`src/rtl/jit_cf_pkg.sv`:
```
// jit_cf_pkg
// Shared types for the JIT control-flow operand feeder: pairing FSM state
// encoding, the buffered operand-pair record and the kernel operand width.
package jit_cf_pkg;

   localparam int JIT_CF_WIDTH = 8;

   // odd + b + a
   localparam int JIT_CF_PAIR_W = 2 * JIT_CF_WIDTH + 1;

   typedef enum logic {
      PF_IDLE   = 1'b0,
      PF_HAVE_A = 1'b1
   } pf_state_e;

   typedef struct packed {
      logic                    odd;
      logic [JIT_CF_WIDTH-1:0] b;
      logic [JIT_CF_WIDTH-1:0] a;
   } jit_cf_pair_t;

endpackage

```
`src/rtl/jit_cf_pair_fifo.sv`:
```
// jit_cf_pair_fifo
// DEPTH-entry synchronous FIFO holding packed jit_cf_pair_t records.
// Ports:
//   clk, rst            clock, synchronous active-high reset
//   push, push_data     write request and record (ignored when full)
//   pop                 read request (ignored when empty)
//   head                record at the read pointer
//   full, empty         occupancy flags
module jit_cf_pair_fifo
   import jit_cf_pkg::*;
#(
   parameter int DEPTH = 2
) (
   input  logic                     clk,
   input  logic                     rst,
   input  logic                     push,
   input  logic [JIT_CF_PAIR_W-1:0] push_data,
   input  logic                     pop,
   output logic [JIT_CF_PAIR_W-1:0] head,
   output logic                     full,
   output logic                     empty
);

   localparam int PW = $clog2(DEPTH);
   localparam logic [PW:0] FULL_CNT = (PW + 1)'(DEPTH);

   logic [JIT_CF_PAIR_W-1:0] mem_q [DEPTH];
   logic [PW-1:0]            wr_ptr_q;
   logic [PW-1:0]            rd_ptr_q;
   logic [PW:0]              count_q;
   logic                     do_push;
   logic                     do_pop;

   assign full    = (count_q == FULL_CNT);
   assign empty   = (count_q == '0);
   assign do_push = push && !full;
   assign do_pop  = pop && !empty;
   assign head    = mem_q[rd_ptr_q];

   // Storage is cleared on reset so the head reads zero out of reset.
   // Pointers are exactly log2(DEPTH) bits, so +1 wraps modulo DEPTH.
   always_ff @(posedge clk) begin
      if (rst) begin
         wr_ptr_q <= '0;
         rd_ptr_q <= '0;
         count_q  <= '0;
         for (int i = 0; i < DEPTH; i++) begin
            mem_q[i] <= '0;
         end
      end else begin
         if (do_push) begin
            mem_q[wr_ptr_q] <= push_data;
            wr_ptr_q        <= wr_ptr_q + 1'b1;
         end
         if (do_pop) begin
            rd_ptr_q <= rd_ptr_q + 1'b1;
         end
         case ({do_push, do_pop})
            2'b10:   count_q <= count_q + 1'b1;
            2'b01:   count_q <= count_q - 1'b1;
            default: count_q <= count_q;
         endcase
      end
   end

endmodule

```
`src/rtl/jit_cf_pair_feeder.sv`:
```
// jit_cf_pair_feeder
// Pairs consecutive bytes of a valid/ready byte stream into (a, b) operand
// pairs, buffers them in a small FIFO and presents the head pair to the
// combinational control-flow kernel under valid/ready.
// Optional build macro: JIT_CF_PAIR_CNT_EN adds the pair_cnt output.
// Ports:
//   clk, rst                    clock, synchronous active-high reset
//   in_valid/in_ready/in_data   byte input handshake
//   in_last                     end of stream, qualified by the handshake
//   out_valid/out_ready         pair output handshake
//   out_a, out_b                head pair operands (kernel a / b)
//   out_odd                     pair closed by in_last on its first byte
//   pair_cnt                    pairs popped, wraps at 16 bits (optional)
//
// state     | meaning
// ----------+---------------------------------------
// PF_IDLE   | no byte held; next byte opens a pair
// PF_HAVE_A | first byte held in a_q; next byte closes the pair
module jit_cf_pair_feeder
   import jit_cf_pkg::*;
#(
   parameter int WIDTH = JIT_CF_WIDTH,
   parameter int DEPTH = 2
) (
   input  logic             clk,
   input  logic             rst,
   input  logic             in_valid,
   output logic             in_ready,
   input  logic [WIDTH-1:0] in_data,
   input  logic             in_last,
   output logic             out_valid,
   input  logic             out_ready,
   output logic [WIDTH-1:0] out_a,
   output logic [WIDTH-1:0] out_b,
   output logic             out_odd
`ifdef JIT_CF_PAIR_CNT_EN
   ,
   output logic [15:0]      pair_cnt
`endif
);

   pf_state_e               state_q;
   pf_state_e               state_d;
   logic [WIDTH-1:0]        a_q;
   logic [WIDTH-1:0]        a_d;
   logic                    push;
   jit_cf_pair_t            push_pair;
   logic [JIT_CF_PAIR_W-1:0] head_bits;
   jit_cf_pair_t            head_pair;
   logic                    fifo_full;
   logic                    fifo_empty;
   logic                    in_fire;
   logic                    out_fire;

   // in_ready depends only on registered occupancy, never on out_ready.
   assign in_ready  = !fifo_full;
   assign in_fire   = in_valid && in_ready;
   assign out_valid = !fifo_empty;
   assign out_fire  = out_valid && out_ready;

   always_ff @(posedge clk) begin
      if (rst) begin
         state_q <= PF_IDLE;
         a_q     <= '0;
      end else begin
         state_q <= state_d;
         a_q     <= a_d;
      end
   end

   always_comb begin
      state_d   = state_q;
      a_d       = a_q;
      push      = 1'b0;
      push_pair = '0;
      if (in_fire) begin
         case (state_q)
            PF_IDLE: begin
               if (in_last) begin
                  // Lone final byte: emit it padded with b = 0.
                  push          = 1'b1;
                  push_pair.a   = in_data;
                  push_pair.b   = '0;
                  push_pair.odd = 1'b1;
               end else begin
                  a_d     = in_data;
                  state_d = PF_HAVE_A;
               end
            end
            PF_HAVE_A: begin
               push          = 1'b1;
               push_pair.a   = a_q;
               push_pair.b   = in_data;
               push_pair.odd = 1'b0;
               state_d       = PF_IDLE;
            end
            default: state_d = PF_IDLE;
         endcase
      end
   end

   jit_cf_pair_fifo #(
      .DEPTH(DEPTH)
   ) u_fifo (
      .clk      (clk),
      .rst      (rst),
      .push     (push),
      .push_data(push_pair),
      .pop      (out_fire),
      .head     (head_bits),
      .full     (fifo_full),
      .empty    (fifo_empty)
   );

   assign head_pair = head_bits;
   assign out_a     = head_pair.a;
   assign out_b     = head_pair.b;
   assign out_odd   = head_pair.odd;

`ifdef JIT_CF_PAIR_CNT_EN
   always_ff @(posedge clk) begin
      if (rst) begin
         pair_cnt <= '0;
      end else if (out_fire) begin
         pair_cnt <= pair_cnt + 16'd1;
      end
   end
`endif

endmodule

```
`config.mk`:
```
export PLATFORM = sky130hd
export DESIGN_NAME = jit_cf_pair_feeder
export DESIGN_NICKNAME = d
export VERILOG_FILES = /design/src/rtl/jit_cf_pkg.sv /design/src/rtl/jit_cf_pair_fifo.sv /design/src/rtl/jit_cf_pair_feeder.sv
export SDC_FILE = /design/constraint.sdc
export NUM_CORES = 1
export LEC_CHECK = 0
export CAP_MARGIN = 30
export CORE_AREA = 3 3 81 60
export CTS_CLUSTER_DIAMETER = 30
export CTS_CLUSTER_SIZE = 40
export DETAILED_ROUTE_END_ITERATION = 6
export DIE_AREA = 0 0 84 63
export PLACE_DENSITY = 0.86
export SLEW_MARGIN = 20
export SYNTH_ARGS = -nofsm -noshare
export SYNTH_HDL_FRONTEND = slang
export SYNTH_SLANG_ARGS = --single-unit
export TNS_END_PERCENT = 5
```
`constraint.sdc`:
```
create_clock -name clk -period 2.7 [get_ports clk]
set_input_delay 0.27 -clock clk [delete_from_list [all_inputs] [get_ports clk]]
set_output_delay 0.27 -clock clk [all_outputs]
set_load 0.02 [all_outputs]
```
==> impl_metrics.yaml, run 1 <==
critical_path:
  cp.arrival_ns: 2.15
  cp_data_required_time_ns: 2.43
  cpMaxStageDelayCell: "clkdlybuf4s50_1"
  cp_max_fo: 14
  critical_path_class: "flop to output port"
  crit_path_start_kind: "flop"
  ff2ff_path_depth: 6
  worstPathCellList: "nor2b_2 -> inv_1 -> clkdlybuf4s50_1"
  worst-path-buf-inv: 2
  endpoint_kind: "output port"
  cp.depth: 3
  r2r_slack_ns: 0.44
  crit_family: "buffers and inverters"
  cp_slowest_stage_delay_ns: 0.62
sta:
  setup_slack_ns: 0.2805
  slew_headroom: 0.4948
  fin_crit_sh: 0.8961
  hold_violations: 0
  period_minus_slack_ns: 2.420
  finalSetupTns_ns: 0
  setup_viol: 0
  tightest_slew_ns: 0.7520
  fin_skew_ns: 0.006359
  maxSlewViolCount: 0
  rsz0062_at_grt: "false"
  max_freq_mhz: 413.3
  whs_ns: 0.4802
power:
  power-per-cell-area_mw_per_mm2: 783.5
  vdd_drop_max_v: 0.0006883
  power.leakage_uw: 0.001013
worst_hold_path:
  whs_path_depth: 2
  hp-class: "flop to flop"
clocking:
  post-cts-setup-buffers: 0
  cts_root_buf: "clkbuf_8"
  clock_latency_ns: 0.30
  cts.sinks: 48
  clockBufferDepth: 2
  cts_tree: "done"
  numCtsBuffers: 5
  htree_num_levels: 2
  clkTransAtPathRegs_ns: 0.08
place:
  portBuffers: 31
  dp_slack_ns: 0.1549
  gp_congestion: 0.8336
  dp.cells: 274
  dpl.hpwl_mm: 3.127
layout:
  instances_no_fill: 282
  antenna_cells: 0
  syn2layout_area_growth_pct: 21.67
  layout.nets: 240
  layout_commonest_cell: "edfxtp_1"
  drive_gt1_frac: 0.1762
  final_cell_mix: "edfxtp_1 (34), clkdlybuf4s50_1 (31), nor2_1 (21)"
  fill_cells: 326
grt:
  first_global_vias: 1574
  grt.total_usage: 0.1862
  grt_max_degree: 27
  grt_pass1_wl_mm: 7.845
  antenna_found_initial: 0
  grt-ovfl-total: 0
run_status:
  status: "finished, final reports clean"
die:
  core_mm2: 0.004229
  placementRows: 20
  initial_core_util: 0.5337
  ioPinCount: 32
  die_height_um: 63
  die_w_um: 84
  die_area_mm2: 0.005292
yosys:
  ys_ff_latch: 48
  yosysWarnings: 0
  synth_cells: 197
  syn_nets: 211
  ys_seq_area_frac: 0.5765
  avgSynthCellArea_um2: 11.46
  syn-cell-area_mm2: 0.002257
  ys_types: 31
drt:
  final_antenna_net_count: 0
  via_count: 1636
  wl_per_cell_um: 16.41
  drc: 0
  drt_iter0_markers: 120
  firstDrtPassIters: 4
  drt-total-wl_mm: 4.627
  vias_per_cell: 5.801
job:
  cap_violations: 0
[power by group]
group | switching, uW | internal [uW] | total, uW
sequential | 41.2 | 875 | 916
combinational | 373 | 332 | 704
clock | 232 | 298 | 531
[metrics by stage]
step | power [uW] | utilization | cell area [um^2]
CTS | 2163 | 0.6494 | 2746
global route | 2256 | 0.6494 | 2746
floorplan | 1377 | - | 2257
global placement | 1617 | 0.6213 | 2628
detailed placement | 1635 | 0.6213 | 2628
finish | 2152 | 0.6494 | 2746
[tightest hold or removal path, cell delays in order (launching register included)]
cell,delay (ns)
dfxtp_1,0.32
o31ai_1,0.06
a21oi_1,0.06
[worst paths after layout]
kind                                                     start                             end
worst max-delay path            u_fifo.count_q[1]$_SDFFE_PP0P_                        in_ready
worst min-delay path                       a_q[0]$_SDFFE_PP0P_             a_q[0]$_SDFFE_PP0P_
worst max register to register  u_fifo.count_q[1]$_SDFFE_PP0P_  u_fifo.count_q[1]$_SDFFE_PP0P_
worst min register to register             a_q[0]$_SDFFE_PP0P_             a_q[0]$_SDFFE_PP0P_
[routing by layer]
layer,track usage,wire length [um],share of wire
met1,0.2570,2218,0.48
met2,0.2857,2130,0.46
met3,0.04480,193,0.042
met4,0.07028,84,0.018
met5,0,0,0
[timing repair]
action                     in CTS  in global routing
setup endpoints to repair       1                  0
hold buffers                    0                  0
gates resized for setup         1                  0
[logic make-up after synthesis]
logic type	after synthesis	synth area share
AO/OA/AOI/OAI	32	0.08426
XOR/XNOR	3	0.01164
adder cells (fa/ha/maj)	1	0.005542
buffers and inverters	21	0.04046
flip-flops	48	0.5765
multiplexers	17	0.08481
AND/OR/NAND/NOR	75	0.1968
[sequential cells by signal (all words and copies together) (netlist names), named ones only]
signal and flops:
u_fifo.rd_ptr_q 1, u_fifo.count_q 2, a_q 8, state_q 1
u_fifo.wr_ptr_q 1, u_fifo.mem_q 34
[final cells by class]
type | count | area (um^2) | area share
timing repair buffer | 41 | 385.4 | 0.1403
tap | 55 | 68.82 | 0.02506
clock buffer | 6 | 82.58 | 0.03007
multi-input combinational | 128 | 867.1 | 0.3157
sequential | 48 | 1301 | 0.4738
inverter | 2 | 7.507 | 0.002733
clock inverter | 2 | 33.78 | 0.01230
[synth_stat cells, drive strengths merged]
cell type | instances | share of area
nand3 | 10 | 0.022
nand2b | 2 | 0.0055
buf | 6 | 0.016
edfxtp | 34 | 0.45
nand4 | 8 | 0.022
clkbuf | 13 | 0.022
or2 | 2 | 0.0055
or4 | 1 | 0.0033
inv | 2 | 0.0033
xor2 | 1 | 0.0039
and3b | 8 | 0.031
nor2b | 2 | 0.0055
a21oi | 19 | 0.042
nor3 | 10 | 0.027
a41o | 1 | 0.0044
xnor2 | 2 | 0.0078
mux2 | 17 | 0.085
dfxtp | 14 | 0.12
o31ai | 9 | 0.030
and4b | 5 | 0.022
and3 | 3 | 0.0083
nor2 | 21 | 0.035
nand4b | 1 | 0.0039
o21ai | 2 | 0.0044
o21a | 1 | 0.0033
or3 | 2 | 0.0055
ha | 1 | 0.0055
Power figures use the tool's default switching activity.
==> run 2, diff against run 1 <==
Settings changed: CORE_AREA 3 3 81 60 to 2 2 107 78, DIE_AREA 0 0 84 63 to 0 0 109 80, PLACE_DENSITY 0.86 to 0.55, SLEW_MARGIN 20 to 5.
==> impl_metrics.yaml, run 2 (synthesized netlist as in run 1, its figures left out) <==
run_status:
  status: "finished, final reports clean"
power:
  power-per-cell-area_mw_per_mm2: 745.4
  vdd_drop_max_v: 0.0002404
  power.leakage_uw: 0.001017
sta:
  setup_slack_ns: 0.4620
  tightest_slew_ns: 0.6047
  finalSetupTns_ns: 0
  fin_skew_ns: 0.002241
  period_minus_slack_ns: 2.238
  fin_crit_sh: 0.8289
  setup_viol: 0
  slew_headroom: 0.5969
  rsz0062_at_grt: "false"
  max_freq_mhz: 446.8
  whs_ns: 0.4812
  maxSlewViolCount: 0
  hold_violations: 0
critical_path:
  cpMaxStageDelayCell: "clkdlybuf4s50_1"
  endpoint_kind: "output port"
  cp_slowest_stage_delay_ns: 0.62
  rr_endpoint: "u_fifo.count_q[1]$_SDFFE_PP0P_"
  r2r_start: "u_fifo.count_q[1]$_SDFFE_PP0P_"
  r2r_slack_ns: 0.65
  crit_path_start_kind: "flop"
  ff2ff_path_depth: 6
  cp_max_fo: 13
  cp.arrival_ns: 1.97
  critical_path_class: "flop to output port"
  worstPathCellList: "nor2b_1 -> inv_1 -> clkdlybuf4s50_1"
  cp_data_required_time_ns: 2.43
  timing.critical_path.from: "u_fifo.count_q[1]$_SDFFE_PP0P_"
clocking:
  post-cts-setup-buffers: 0
  cts_root_buf: "clkbuf_8"
  cts_resized: 0
  cts.sinks: 48
  cts_tree: "done"
  clkTransAtPathRegs_ns: 0.09
  htree_num_levels: 2
  clockBufferDepth: 2
  numCtsBuffers: 5
  clock_latency_ns: 0.30
  holdBufCountCts: 0
layout:
  final_cell_mix: "edfxtp_1 (34), clkdlybuf4s50_1 (31), nor2_1 (21)"
  antenna_cells: 0
  fill_cells: 772
  layout_commonest_cell: "edfxtp_1"
  top_register: "u_fifo.mem_q"
  instances_no_fill: 330
  syn2layout_area_growth_pct: 23.89
  layout.nets: 242
  largest_reg_flops: 34
  seq_area_mm2: 0.001301
  multi_input_area_um2: 864.6
  reg.largest.list: "u_fifo.mem_q x34, a_q x8, u_fifo.count_q x2"
  drive_gt1_frac: 0.1834
die:
  die_area_mm2: 0.008720
  ioPinCount: 32
  die_height_um: 80
  initial_core_util: 0.2943
  placementRows: 27
  die_w_um: 109
  core_mm2: 0.007669
drt:
  drc: 0
  final_antenna_net_count: 0
  drt-total-wl_mm: 4.949
  drt_iter0_markers: 103
  firstDrtPassIters: 4
  wl_per_cell_um: 15.00
  via_count: 1565
  vias_per_cell: 4.742
worst_hold_path:
  hp-class: "flop to flop"
  hold_end: "a_q[0]$_SDFFE_PP0P_"
  hp-start: "a_q[0]$_SDFFE_PP0P_"
  whs_path_depth: 2
grt:
  grt.total_usage: 0.1267
  grt-ovfl-total: 0
  grt_pass1_wl_mm: 8.328
  first_global_vias: 1571
  grt_max_degree: 20
  antenna_found_initial: 0
place:
  portBuffers: 31
  gp_congestion: 0.7311
  dpl.hpwl_mm: 3.516
  dp_slack_ns: 0.4088
  dp.cells: 322
job:
  cap_violations: 0
-- run 2: critical path, delay by kind of cell, from the launching register on --
family                 cells  cell delay, ns
DFF                        1            0.38
and+or+nand+nor            1            0.37
buffers and inverters      2            0.93
-- run 2: through the flow --
stage	area [um^2]	power [uW]	util
floorplan	2257	1377	-
global placement	2700	1648	0.3521
detailed placement	2700	1651	0.3521
CTS	2796	2107	0.3647
global route	2796	2205	0.3647
finish	2796	2084	0.3647
-- run 2: area by class of cell --
| class | count | share of cell area |
|---|---|---|
| flip-flops and latches | 48 | 0.4653 |
| multi-input cells | 128 | 0.3092 |
| repair buffers | 43 | 0.1432 |
| well taps | 101 | 0.04519 |
| clock buffers | 6 | 0.02953 |
| clock inverters | 2 | 0.004922 |
| inverters | 2 | 0.002685 |
-- run 2: where the power goes --
group	switching [uW]	internal, uW	leakage [uW]
Combinational	369	338	0.000493
Sequential	49.4	875	0.000472
Clock	244	210	0.0000516
-- run 2: worst max path at each step --
stage | endpoint | cells after the start
after detailed placement | u_fifo.count_q[1]$_SDFFE_PP0P_ | 6
final | in_ready | 3
after floorplan | u_fifo.mem_q[0][0]$_SDFFCE_PN0P_ | 3
after global placement | u_fifo.count_q[1]$_SDFFE_PP0P_ | 6
after CTS | in_ready | 3
after global routing | in_ready | 3
-- run 2: layer usage --
metal / share of wire / global-route usage
met1: 0.53 / 0.1885
met2: 0.42 / 0.1814
met3: 0.051 / 0.02939
met4: 0.0055 / 0.03462
met5: 0 / 0
